## src/rtl/clk_divider_prog.sv

```systemverilog
// ============================================================================
//  Module      : clk_divider_prog
//  Description : Runtime-programmable integer clock divider. Divide ratio and
//                high-time are loaded through a valid/ready config port and
//                take effect only at period boundaries. Provides enable
//                gating, a period-start tick and a config error pulse.
//  Revision    : 1.0  initial release
// ============================================================================
`default_nettype none

module clk_divider_prog #(
    parameter int CNT_W        = 8,
    parameter int DEFAULT_DIV  = 6,
    parameter int DEFAULT_HIGH = 3
) (
    input  logic             clk_i,
    input  logic             reset_i,
    input  logic             en_i,
    input  logic [CNT_W-1:0] cfg_div_i,
    input  logic [CNT_W-1:0] cfg_high_i,
    input  logic             cfg_valid_i,
    output logic             cfg_ready_o,
    output logic             cfg_err_o,
    output logic             clk_out_o,
    output logic             tick_o,
    output logic [CNT_W-1:0] cur_div_o,
    output logic [CNT_W-1:0] cur_high_o
);

    // ------------------------------------------------------------------------
    // Constants
    // ------------------------------------------------------------------------
    localparam logic [CNT_W-1:0] C_ZERO     = '0;
    localparam logic [CNT_W-1:0] C_ONE      = CNT_W'(1);
    localparam logic [CNT_W-1:0] C_TWO      = CNT_W'(2);
    localparam logic [CNT_W-1:0] C_DEF_DIV  = CNT_W'(DEFAULT_DIV);
    localparam logic [CNT_W-1:0] C_DEF_HIGH = CNT_W'(DEFAULT_HIGH);

    // Run state: ST_RUN means the current cycle is an enabled cycle (en was
    // sampled high at the edge that started it).
    typedef enum logic [0:0] {
        ST_IDLE = 1'b0,
        ST_RUN  = 1'b1
    } state_t;

    state_t           state_q,     state_d;
    logic [CNT_W-1:0] cnt_q,       cnt_d;
    logic [CNT_W-1:0] cur_div_q,   cur_div_d;
    logic [CNT_W-1:0] cur_high_q,  cur_high_d;
    logic             pend_q,      pend_d;
    logic [CNT_W-1:0] pend_div_q,  pend_div_d;
    logic [CNT_W-1:0] pend_high_q, pend_high_d;
    logic             err_q,       err_d;
    logic             clk_out_q,   clk_out_d;
    logic             tick_q,      tick_d;

    logic             w_last;
    logic             w_apply;
    logic             w_xfer;
    logic             w_cfg_bad;
    logic [CNT_W-1:0] w_cfg_div_m1;
    logic [CNT_W-1:0] w_cfg_high_clamped;
    logic [CNT_W-1:0] w_div_nxt;
    logic [CNT_W-1:0] w_high_nxt;
    logic [CNT_W-1:0] w_low_len_nxt;

    // ------------------------------------------------------------------------
    // Config-side decode: handshake, validity and high-time clamp
    // ------------------------------------------------------------------------
    // Clamp the requested high-time into 1..cfg_div-1 so low time never underflows.
    always_comb begin
        w_xfer             = cfg_valid_i && !pend_q;
        w_cfg_bad          = (cfg_div_i < C_TWO);
        w_cfg_div_m1       = cfg_div_i - C_ONE;
        w_cfg_high_clamped = cfg_high_i;
        if (cfg_high_i == C_ZERO) begin
            w_cfg_high_clamped = C_ONE;
        end else if (cfg_high_i > w_cfg_div_m1) begin
            w_cfg_high_clamped = w_cfg_div_m1;
        end
    end

    // ------------------------------------------------------------------------
    // Period boundary and apply decision
    // ------------------------------------------------------------------------
    // A pending setting swaps in at the end of a period or while stopped, so a
    // period never mixes old and new settings.
    always_comb begin
        w_last        = (cnt_q == (cur_div_q - C_ONE));
        w_apply       = pend_q && ((state_q == ST_RUN && w_last) || (state_q == ST_IDLE));
        w_div_nxt     = w_apply ? pend_div_q  : cur_div_q;
        w_high_nxt    = w_apply ? pend_high_q : cur_high_q;
        w_low_len_nxt = w_div_nxt - w_high_nxt;
    end

    // ------------------------------------------------------------------------
    // State register
    // ------------------------------------------------------------------------
    // Holds run state, counter, active/pending settings and registered outputs.
    always_ff @(posedge clk_i or posedge reset_i) begin
        if (reset_i) begin
            state_q     <= ST_IDLE;
            cnt_q       <= C_ZERO;
            cur_div_q   <= C_DEF_DIV;
            cur_high_q  <= C_DEF_HIGH;
            pend_q      <= 1'b0;
            pend_div_q  <= C_ZERO;
            pend_high_q <= C_ZERO;
            err_q       <= 1'b0;
            clk_out_q   <= 1'b0;
            tick_q      <= 1'b0;
        end else begin
            state_q     <= state_d;
            cnt_q       <= cnt_d;
            cur_div_q   <= cur_div_d;
            cur_high_q  <= cur_high_d;
            pend_q      <= pend_d;
            pend_div_q  <= pend_div_d;
            pend_high_q <= pend_high_d;
            err_q       <= err_d;
            clk_out_q   <= clk_out_d;
            tick_q      <= tick_d;
        end
    end

    // ------------------------------------------------------------------------
    // Next-state logic
    // ------------------------------------------------------------------------
    // Computes the next cycle's count and settings, then derives clk_out/tick
    // from that lookahead so both outputs come straight from flops.
    always_comb begin
        state_d     = state_q;
        cnt_d       = C_ZERO;
        cur_div_d   = w_div_nxt;
        cur_high_d  = w_high_nxt;
        pend_d      = pend_q;
        pend_div_d  = pend_div_q;
        pend_high_d = pend_high_q;
        err_d       = 1'b0;
        clk_out_d   = 1'b0;
        tick_d      = 1'b0;

        // Run state follows the sampled enable.
        case (state_q)
            ST_IDLE: state_d = en_i ? ST_RUN  : ST_IDLE;
            ST_RUN:  state_d = en_i ? ST_RUN  : ST_IDLE;
            default: state_d = ST_IDLE;
        endcase

        // Counter: the first enabled cycle and every wrap start at 0; a
        // disabled cycle holds the counter at 0 (aborting the period).
        if (en_i && state_q == ST_RUN && !w_last) begin
            cnt_d = cnt_q + C_ONE;
        end

        // Pending slot: apply frees it; a new good request fills it. Both
        // cannot happen in one cycle since transfer requires an empty slot.
        if (w_apply) begin
            pend_d = 1'b0;
        end
        if (w_xfer) begin
            if (w_cfg_bad) begin
                err_d = 1'b1;
            end else begin
                pend_d      = 1'b1;
                pend_div_d  = cfg_div_i;
                pend_high_d = w_cfg_high_clamped;
            end
        end

        // Registered outputs for the upcoming cycle.
        clk_out_d = en_i && (cnt_d >= w_low_len_nxt);
        tick_d    = en_i && (cnt_d == C_ZERO);
    end

    // ------------------------------------------------------------------------
    // Outputs
    // ------------------------------------------------------------------------
    assign cfg_ready_o = !pend_q;
    assign cfg_err_o   = err_q;
    assign clk_out_o   = clk_out_q;
    assign tick_o      = tick_q;
    assign cur_div_o   = cur_div_q;
    assign cur_high_o  = cur_high_q;

endmodule

`default_nettype wire
```

## config.mk

```make
export PLATFORM = sky130hd
export DESIGN_NAME = clk_divider_prog
export DESIGN_NICKNAME = d
export VERILOG_FILES = /design/src/rtl/clk_divider_prog.sv
export SDC_FILE = /design/constraint.sdc
export NUM_CORES = 1
export LEC_CHECK = 0
export ABC_AREA = 1
export BUFFER_PORTS_ARGS = -buffer_cell sky130_fd_sc_hd__buf_4
export CAP_MARGIN = 0
export CORE_ASPECT_RATIO = 0.7
export CORE_MARGIN = 2
export CORE_UTILIZATION = 30
export DETAILED_ROUTE_END_ITERATION = 8
export PLACE_DENSITY = 0.54
export SETUP_SLACK_MARGIN = 0.15
export SYNTH_ARGS = -nofsm -noshare
export SYNTH_HDL_FRONTEND = slang
export SYNTH_SLANG_ARGS = --single-unit
```

## constraint.sdc

```tcl
create_clock -name clk_i -period 7.4 [get_ports clk_i]
set_clock_uncertainty 0.2 [all_clocks]
set_input_delay 0.37 -clock clk_i [delete_from_list [all_inputs] [get_ports clk_i]]
set_output_delay 0.37 -clock clk_i [all_outputs]
set_load 0.005 [all_outputs]
```

Yosys cells after proc, flatten, opt, wreduce, memory -nomap -nowiden

Cells that the tools add are included.

Register bits after elaboration: 45
Bits in latches: 0
Memory bits (writable): 0
Bits in read-only memories: 0
Word-level logic and storage cells: 44
Memories: 0

$add $sub $neg: 4
$mul: 0
Div/mod/pow operators: 0
Magnitude comparators: 3
Equality and inequality tests: 1
Shift-type cells: 0
Muxes and demuxes: 11
Bitwise gates (word level): 2
Reduce and logical (&&, ||, !) cells: 13

Operator list:

| cell                                                                  | number |
|---|---|
| 8-bit two-way mux                                                     | 5 |
| 8-bit zero test                                                       | 2 |
| 8-bit by 1-bit subtractor with 8-bit output (second input constant)   | 2 |
| 8-bit by 1-bit adder with 8-bit output (second input constant)        | 1 |
| 8-bit equality test                                                   | 1 |
| 8-bit greater-or-equal comparator                                     | 1 |
| 8-bit > comparator                                                    | 1 |
| 8-bit by 2-bit < comparator with 1-bit output (second input constant) | 1 |
| 8-bit subtractor                                                      | 1 |
| 1-bit logical AND                                                     | 7 |
| 1-bit two-way mux                                                     | 6 |
| 1-bit zero test                                                       | 2 |
| 1-bit NOT                                                             | 2 |
| 2-bit AND reduction                                                   | 1 |
| 1-bit logical OR                                                      | 1 |

Depth between registers and ports, before layout

Word-level depth: 9
Mapped depth: 34
Mapped depth without buffers: 32

Worst setup path before layout

Ideal clock, no wire load.

Kind: flip-flop to flip-flop
Start point: register cur_div_q[1] (netlist: cur_div_o[1])
End point: register clk_out_q (netlist: clk_out_o)
Data arrival time: 3927 ps
Data required time: 7137 ps
Setup slack: 3210 ps
Cell stages (with the launch flop): 34
Path buffers: 2
Path through: dfstp_2 -> inv_1 -> ha_1 -> inv_1 -> nand2_1 -> nand2_1 -> nand2_1 -> nor2_1 -> nand2_1 -> nor2_1 -> nand3_2 -> nand2_4 -> nand2_4 -> buf_6 -> buf_6 -> a21oi_1 -> ha_1 -> a21oi_1 -> o21ai_0 -> nand2_1 -> nand2_1 -> a21oi_1 -> o21ai_0 -> a21oi_1 -> inv_1 -> nand3_1 -> nand2_1 -> ha_1 -> nand2_1 -> nor2_1 -> nand4_1 -> o2111ai_1 -> nand2_1 -> inv_1

Word-level cells in the longest chain between the ends: 9

RTL lines:

| item                                        | line | source |
|---|---|---|
| from (decl)                                 | 48   | `logic [CNT_W-1:0] cur_div_q, cur_div_d;` |
| from (signal assigned)                      | 115  | `cur_div_q <= cur_div_d;` |
| 8-bit by 1-bit subtractor with 8-bit output | 89   | `w_last = (cnt_q == (cur_div_q - C_ONE));` |
| 8-bit equality test                         | 89   |  |
| 1-bit logical AND                           | 90   | `w_apply = pend_q && ((state_q == ST_RUN && w_last) \|\| (state_q == ST_IDLE));` |
| 1-bit logical OR                            | 90   |  |
| 1-bit logical AND                           | 90   |  |
| 8-bit two-way mux                           | 91   | `w_div_nxt = w_apply ? pend_div_q : cur_div_q;` |
| via cur_div_d[2]                            | 48   |  |
| 8-bit subtractor                            | 93   | `w_low_len_nxt = w_div_nxt - w_high_nxt;` |
| 8-bit greater-or-equal comparator           | 172  | `clk_out_d = en_i && (cnt_d >= w_low_len_nxt);` |
| 1-bit logical AND                           | 172  |  |
| via clk_out_d                               | 54   | `logic clk_out_q, clk_out_d;` |
| to (signal assigned)                        | 121  | `clk_out_q <= clk_out_d;` |
| to (decl)                                   | 54   |  |

The timed path passes the listed nets, and every way through them passes these cells.
A chain may end at the register's enable or synchronous reset.

Worst setup path after layout

Start point: register cur_div_q[1] (netlist: cur_div_o[1])
End point: register clk_out_q (netlist: clk_out_o)

Word-level cells in the longest chain between the ends: 9

RTL lines:

| item                                        | line |
|---|---|
| 8-bit by 1-bit subtractor with 8-bit output | 89 |
| 8-bit equality test                         | 89 |
| 1-bit logical AND                           | 90 |
| 1-bit logical OR                            | 90 |
| 1-bit logical AND                           | 90 |
| 8-bit two-way mux, on equally long branches | 91, 92 |
| 8-bit subtractor                            | 93 |
| 8-bit greater-or-equal comparator (*)       | 172 |
| 1-bit logical AND (*)                       | 172 |
| via clk_out_d                               | 54 |

Mark *: on every way through the listed nets, which the timed path passes. The rest lies on a longest branch.

==> flow_summary.ini <==
[clock_tree]
postCtsHoldBufs = 0
cts_resized = 0
cts-root-buf = clkbuf_16
clockBufferDepth = 2
clock_sinks = 45
insertion_delay_ns = 0.28
cts_buffers = 5
cts_tree = done
clk_pin_slew_ns = 0.06
ctsHtreeMaxLevel = 2
postCtsSetupBuffers = 0

[worst_setup_path]
crit_path_end = clk_out_o
worstSetupStartpointType = flop
cp-startpoint = cur_div_o[1]
path_buf_inv = 4
required_ns = 7.43
crit_family = simple AND/OR/NAND/NOR gates
worst-r2r-setup-slack_ns = 2.69
crit_fanout = 31
arrival_ns = 4.73
cp_common_cell = nand2_1
r2r-end = clk_out_o
end_kind = flop
critPathSlowestCell = dfstp_2
worst_r2r_path_depth = 31
path_depth = 31
cpPeakStageDelay_ns = 0.56
reg2reg_from = cur_div_o[1]
critPathKind = reg2reg

[floorplanning]
start_util = 0.310
dieHeight_um = 88.0
placementRows = 30
coreArea_um2 = 9760
dieArea_um2 = 10900
io_pins = 40
fp.dieW_um = 124

[pwr]
powerDensity_nw_per_um2 = 311
peakVddDrop_mv = 0.124
finalPower_mw = 1.11
p_leak_nw = 1.94

[hold_path]
hold_path_class = in2reg
whs_path_depth = 1

[global_route]
first_global_vias = 2603
grt_pass1_wl_mm = 12.7
antenna_found_initial = 0
track_usage = 0.148
grt_overflow = 0
grt_max_degree = 46

[finish]
final_cell_mix = nand2_1 (114), inv_1 (70), dfrtp_1 (41), buf_4 (39), nor2_1 (30)
fill_cells = 1049
final_common_cell = nand2_1
area_delta_synth_final_pct = 18.5
n_antenna_cell = 0
fin_nets = 494
drive_gt1_frac = 0.150

[detailed_routing]
drt-wirelength-per-cell_um = 12.8
drt_iter0_markers = 163
drt-total-wl_mm = 7.38
vias = 2585
route.met2.wl_mm = 3.00
routed.top_layer = met4
routed_via_density = 4.49
wl_met1_mm = 4.07
drt_pre_antenna_iters = 4
met3_length_um = 266
ant_nets = 0
drc = 0

[logic_synthesis]
yosysWarnings = 0
syn_avg_cell_area_um2 = 7.43
synth_seq_area_share = 0.374
synth_nets = 454
synth_top_area_frac = 0.339
synth_cells = 407
ys_types = 34
synth_top_area_cell = dfrtp_1
synth-seq-cells = 45
syn-cell-area_um2 = 3020
synth_area_leaders = dfrtp_1 (34%), nand2_1 (14%), ha_1 (11%)

[timing]
hold_viol_final = 0
tightest_slew_ns = 0.976
tns_ns = 0
rsz0062_at_grt = no
slew_headroom = 0.349
max_freq_mhz = 212
fin_crit_ns = 4.71
setup_viol = 0
slew_violations = 0
fin_crit_sh = 0.636

[status]
status = completed

[placement]
post-dp-hpwl_mm = 5.88
place_congestion = 0.835
portBuffers = 39

[job]
maxCapViolCount = 0
## stage by stage
| stage | std cells | hold slack (ns) | cell area (um2) | utilization | setup WS, ns |
|---|---|---|---|---|---|
| finish | 576 | 0.0342 | 3580 | 0.367 | 2.69 |
| CTS | 576 | 0.0267 | 3580 | 0.367 | 2.70 |
| global route | 576 | 0.0261 | 3580 | 0.367 | 2.23 |
| floorplan | 407 | 0.201 | 3020 | - | 3.21 |
| detailed placement | 568 | 0.267 | 3440 | 0.352 | 2.73 |
| global placement | 568 | 0.273 | 3440 | 0.352 | 2.97 |
## flip-flops by register name, summed over array words and instances (netlist names)
name,cells
cnt_q,8
cur_div_o,8
cur_high_o,8
pend_div_q,8
pend_high_q,8
cfg_err_o,1
clk_out_o,1
pend_q,1
state_q,1
tick_o,1
## layout make-up
class | count | area, um2 | share of cell area
timing repair buffer | 39 | 293 | 0.0818
tap | 128 | 160 | 0.0447
multi-input combinational | 281 | 1570 | 0.439
clock buffer | 6 | 129 | 0.0360
sequential | 45 | 1130 | 0.316
inverter | 75 | 282 | 0.0786
clock inverter | 2 | 15.0 | 0.00419
## cell families (layout without fill, tap and decap cells)
family	count (synthesis)	count (layout)	share of synthesized area
and+or+nand+nor	180	180	0.250
AOI/OAI and AO/OA	58	58	0.107
buffers and inverters	81	122	0.106
DFF	45	45	0.374
xor gates and xnor gates	15	15	0.0435
adders and majority gates	27	27	0.114
muxes	1	1	0.00497
## worst min-delay path by stage
stage                         startpoint             end  slack (ns)
after floorplan                     en_i         state_q        0.20
after global placement     pend_div_q[6]   pend_div_q[6]        0.27
after detailed placement  pend_high_q[1]  pend_high_q[1]        0.27
after CTS                           en_i         state_q        0.03
after global routing                en_i         state_q        0.03
final                               en_i         state_q        0.03
## Yosys cell counts (all sizes together)
| cell type | number |
|---|---|
| nand4 | 3 |
| o21a | 1 |
| o2111ai | 1 |
| xor2 | 8 |
| clkbuf | 2 |
| nor3 | 4 |
| nor2 | 34 |
| dfstp | 4 |
| a31oi | 2 |
| inv | 75 |
| mux2 | 1 |
| o211ai | 7 |
| ha | 26 |
| nand3 | 17 |
| o21ai | 28 |
| buf | 4 |
| nand2b | 1 |
| nand3b | 1 |
| fa | 1 |
| or2 | 1 |
| nand2 | 117 |
| dfrtp | 41 |
| a21oi | 19 |
| nor4 | 2 |
| xnor2 | 7 |
## report_power, final
group	internal [mW]	total (mW)	switching (mW)
registers	0.311	0.365	0.0541
logic	0.224	0.526	0.302
clock network	0.125	0.221	0.0953
total	0.661	1.11	0.451
## metal layers
metal	vias to the layer above	track usage
li1	1376	-
met1	1159	0.224
met2	44	0.221
met3	6	0.0286
met4	0	0.0276
met5	-	0
(Power assumes the default switching activity.)
